$ cat src/rtl/fifo_pkg.sv
// Shared async-FIFO helpers: depth and pointer-width derivation, binary-to-Gray encode.
// Pure declarations; no state.
package fifo_pkg;

   function automatic int depth(input int addrsize);
      return 1 << addrsize;
   endfunction

   // Pointers carry one extra MSB so full and empty are distinguishable.
   function automatic int ptr_w(input int addrsize);
      return addrsize + 1;
   endfunction

   function automatic logic [31:0] bin2gray(input logic [31:0] bin);
      return (bin >> 1) ^ bin;
   endfunction

endpackage

$ cat src/rtl/gray2bin.sv
// Gray-to-binary converter, combinational XOR prefix from the MSB down.
// Zero latency; no flow control.
module gray2bin #(
   parameter int WIDTH = 5
) (
   input  logic [WIDTH-1:0] gray,
   output logic [WIDTH-1:0] bin
);

   for (genvar i = 0; i < WIDTH; i++) begin : g_bit
      assign bin[i] = ^gray[WIDTH-1:i];
   end

endmodule

$ cat src/rtl/wptr_full_prog.sv
// Write-domain pointer, full, almost-full, fill level and sticky overflow for the async FIFO.
// Flags/level register on the accepting edge; writes while full are dropped and flagged.
module wptr_full_prog
   import fifo_pkg::*;
#(
   parameter int ADDRSIZE = 4
) (
   input  logic                  wclk_i,
   input  logic                  wrst_i,
   input  logic                  winc_i,
   input  logic [ADDRSIZE:0]     wq2_rptr_i,
   input  logic [ADDRSIZE:0]     wafull_thr_i,
   input  logic                  wclr_ovf_i,
   output logic [ADDRSIZE:0]     wptr_o,
   output logic [ADDRSIZE-1:0]   waddr_o,
   output logic                  wfull_o,
   output logic                  w_almost_full_o,
   output logic [ADDRSIZE:0]     wcount_o,
   output logic                  wovf_o
);

   localparam int               PTR_W   = ptr_w(ADDRSIZE);
   localparam logic [PTR_W-1:0] DEPTH_P = PTR_W'(depth(ADDRSIZE));

   logic [PTR_W-1:0] wbin;
   logic [PTR_W-1:0] wbinnext;
   logic [PTR_W-1:0] wgraynext;
   logic [PTR_W-1:0] rbin;
   logic [PTR_W-1:0] lvl_next;
   logic [PTR_W-1:0] thr_eff;
   logic             full_next;
   logic             afull_next;

   gray2bin #(.WIDTH(PTR_W)) u_rptr_g2b (
      .gray (wq2_rptr_i),
      .bin  (rbin)
   );

   always_comb begin
      wbinnext   = wbin + PTR_W'(winc_i & ~wfull_o);
      wgraynext  = PTR_W'(bin2gray(32'(wbinnext)));
      lvl_next   = wbinnext - rbin;
      // Full when the write pointer is exactly one lap ahead of the read pointer.
      full_next  = (wgraynext == {~wq2_rptr_i[PTR_W-1:PTR_W-2], wq2_rptr_i[PTR_W-3:0]});
      thr_eff    = (wafull_thr_i > DEPTH_P) ? DEPTH_P : wafull_thr_i;
      afull_next = (thr_eff != '0) && (lvl_next >= thr_eff);
   end

   always_ff @(posedge wclk_i or posedge wrst_i) begin
      if (wrst_i) begin
         wbin            <= '0;
         wptr_o          <= '0;
         wfull_o         <= 1'b0;
         w_almost_full_o <= 1'b0;
         wcount_o        <= '0;
         wovf_o          <= 1'b0;
      end else begin
         wbin            <= wbinnext;
         wptr_o          <= wgraynext;
         wfull_o         <= full_next;
         w_almost_full_o <= afull_next;
         wcount_o        <= lvl_next;
         // Set has priority over clear so a same-cycle dropped write is never lost.
         if (winc_i && wfull_o)
            wovf_o <= 1'b1;
         else if (wclr_ovf_i)
            wovf_o <= 1'b0;
      end
   end

   assign waddr_o = wbin[ADDRSIZE-1:0];

endmodule

$ cat config.mk
export PLATFORM = sky130hd
export DESIGN_NAME = wptr_full_prog
export DESIGN_NICKNAME = d
export VERILOG_FILES = /design/src/rtl/fifo_pkg.sv /design/src/rtl/gray2bin.sv /design/src/rtl/wptr_full_prog.sv
export SDC_FILE = /design/constraint.sdc
export NUM_CORES = 1
export LEC_CHECK = 0
export BUFFER_PORTS_ARGS = -buffer_cell sky130_fd_sc_hd__buf_2
export CAP_MARGIN = 20
export CORE_UTILIZATION = 45
export CTS_CLUSTER_DIAMETER = 120
export CTS_CLUSTER_SIZE = 12
export DETAILED_ROUTE_END_ITERATION = 6
export HOLD_SLACK_MARGIN = 0.02
export PLACE_DENSITY_LB_ADDON = 0.1
export SETUP_SLACK_MARGIN = 0.3
export SLEW_MARGIN = 20
export SYNTH_ARGS = -nofsm -noshare
export SYNTH_HDL_FRONTEND = slang
export SYNTH_SLANG_ARGS = --single-unit
$ cat constraint.sdc
create_clock -name wclk_i -period 2.5 [get_ports wclk_i]
set_clock_uncertainty 0.1 [all_clocks]
set_input_delay 0.125 -clock wclk_i [delete_from_list [all_inputs] [get_ports wclk_i]]
set_output_delay 0.125 -clock wclk_i [all_outputs]
set_load 0.02 [all_outputs]
==> results.md <==
* PnR worst setup slack at -0.141 ns
* Worst VDD drop at 1.14 mV
* Die area at 0.00246 sq mm
* Number of CTS-inserted buffers at 3
* Ys async rst share at 100%
* Met3 wire len at 87 um
* Root buf cell: clkbuf_4
* Sequential cell area fraction in the yosys report at 41.8%
* Arrival @ worst endpoint at 2.73 ns
* GPL Wtd Cong at 0.771
* Avg Cell Area, Syn at 11.4 sq um
* Die W at 49.6 um
* Ys flop type: dfrtp_1
* CTS HTree Levels at 1
* Min-delay src: wafull_thr_i[0]
* R2r startpoint: wfull_o
* Crit-path max FO at 3
* Net count after synthesis at 114
* Final Max Tran Viols at 0
* Post-DP HPWL at 1600 um
* Top delay family on crit path: adder cells
* Fmax at 0.379 GHz
* DRT met1 WL at 968 um
* Initial antenna violation count at 0
* Leak at 0.753 nW
* Cell count after synthesis at 89
* # setup viols final at 1
* Fin cells at 172
* Via count of the routed design at 811
* Headroom to the max-slew limit at 57.5%
* Die Height at 49.6 um
* Status: finished with violations
* Worst EP required at 2.58 ns
* RSZ-0062 raised after global routing: true
* Critical path type: flop to flop
* Clock sinks at 17
* PwrDens at 1690 mW/mm^2
* Crit. End Element: flop
* Total GRT Usage at 18.7%
* Iter 0 DRT Violations at 7
* Post-synth top area share at 41.8%
* WHS at 0.0279 ns
* Total gr overflow at 0
* Failing checks: negative setup slack
* Synth top cells by count: dfrtp_1 (17), ha_1 (10), xnor2_1 (10)
* Final core utilization at 74.6%
* FP Rows at 16
* Buffers on Ports at 30
* Worst Hold Class: input pin to flop
* Ys Warns at 0
* Inst Count DP at 160
* Router iterations before antenna repair at 4
* Worst path cell trace: nor2b_1 > ha_2 > inv_2 > ha_4 > inv_2 > fa_2 > o211ai_1 > nand2_1 > xor2_2 > ha_1 > o22ai_1 > a21oi_1
* FF+latch count, synth at 17
* WL final at 2210 um
* Vias in the first global route at 787
* Post-synth EDFFs at 0
* Yosys cell types at 29
* CP max stage delay at 0.42 ns
* Area growth, synth to finish at 49.6%
* Period utilization at 106%
* Crit path buf inv count at 2
* Most frequent CP cell: inv_2
* Nets at 171
* Critical path startpoint: wfull_o
* Max Cap Violations at 0
* Post-DR vias/cell at 4.72
* Filler cell count at 145
* CP max stage cell: dfrtp_2
* Worst-Margin Slew at 0.637 ns
* Met2 routed WL at 1120 um
* Top Metal Used: met4
* Drc violations at 0
* # IOs at 31
* CTS tree: yes
* Initial core utilization at 49.9%
* Layout cells sized above 1 at 51.0%
* Clk_lat worst skew at 0.29 ns
* Final ANT Viol Nets at 0
* Final Hold Vio Count at 0
* Mapped Area at 0.00102 sq mm
* WL/cell at 12.8 um
* Crit path time final at 2.64 ns
* Cell with the most instances after synthesis: dfrtp_1
* Core Region at 0.00204 sq mm
* CTS clock-pin slew for the worst setup and hold paths at 0.11 ns
* Synth top area cells: dfrtp_1 (42%), ha_1 (12%), xnor2_1 (8.6%)
* Deepest clock path buffer count at 2
* Area leader, netlist: dfrtp_1
* Diodes inserted at 0
* Largest net degree at the start of global routing at 18
* First-pass GRT wire length at 3420 um
* Crit start category: flop
==> cell type report <==
type / count / area (sq um) / area share, %
clock inverters: 1 / 5.00 / 0.328
inverters: 6 / 22.5 / 1.48
multi-input cells: 65 / 672 / 44.1
repair buffers: 53 / 342 / 22.4
well taps: 27 / 33.8 / 2.22
clock buffers: 3 / 22.5 / 1.48
flip-flops and latches: 17 / 427 / 28.0
==> worst min-delay path: stages <==
cell     delay, ns
buf_2         0.09
o22ai_1       0.06
a21oi_1       0.10
==> through the flow <==
| step | setup WS [ns] | total power, mW | TNS (ns) | cell area [sq um] |
|---|---|---|---|---|
| 3_5_place_dp | -0.320 | 2.05 | -0.320 | 1340 |
| 6_report | -0.141 | 2.57 | -0.141 | 1520 |
| 4_1_cts | -0.0972 | 2.33 | -0.0972 | 1440 |
| 2_1_floorplan | -0.111 | 1.55 | -0.111 | 1060 |
| 5_1_grt | -0.276 | 2.78 | -0.276 | 1520 |
| 3_3_place_gp | -0.224 | 2.02 | -0.224 | 1340 |
==> state kept, by name, indices dropped and copies added, names as in the netlist <==
signal / count
w_almost_full_o: 1
wbin: 5
wcount_o: 5
wfull_o: 1
wovf_o: 1
wptr_o: 4
==> metal layers <==
layer	track usage (%)	vias up
met5	0	-
met2	30.4	25
met1	24.0	378
li1	-	404
met4	8.57	0
met3	3.40	4
==> path summary, 6_finish.rpt <==
check | slack (ns) | cells after the start | endpoint
setup / recovery | -0.14 | 12 | w_almost_full_o
hold / removal | 0.03 | 3 | w_almost_full_o
setup reg to reg | -0.14 | 12 | w_almost_full_o
hold reg to reg | 0.47 | 1 | wbin[4]
max in group asynchronous | 1.50 | 3 | wfull_o
min in group asynchronous | 0.35 | 3 | wcount_o[0]
==> kinds of logic after synthesis <==
family,Yosys count,synth area share [%]
compound gates,11,7.13
xor+xnor,22,22.2
fa+ha+maj,12,15.2
buf+inv,7,3.32
flops,17,41.8
simple gates,20,10.3
==> cell usage in the layout (no fill, tap or decap), types with 3 or more instances in the layout <==
cell type / n
clkbuf_4: 3
xor2_2: 5
dfrtp_1: 16
buf_2: 30
buf_4: 17
nand2_1: 8
ha_4: 3
dlygate4sd3_1: 3
inv_1: 4
nor2b_1: 3
xor2_1: 5
buf_6: 3
ha_1: 6
xnor2_2: 3
xnor2_1: 7
==> what timing repair did <==
action / CTS / global route
resized for setup: 5 / 12
hold buffers: 3 / 0
setup endpoints to repair: 2 / 5
setup buffers: 2 / 3
hold endpoints to repair: 18 / 0
pin swaps: 7 / 13
==> report_power, final <==
part / internal, mW / switching, mW
clock network: 0.0594 / 0.0897
registers: 0.429 / 0.0838
logic: 0.963 / 0.942
Note: power is estimated with default switching activity, not from simulation.
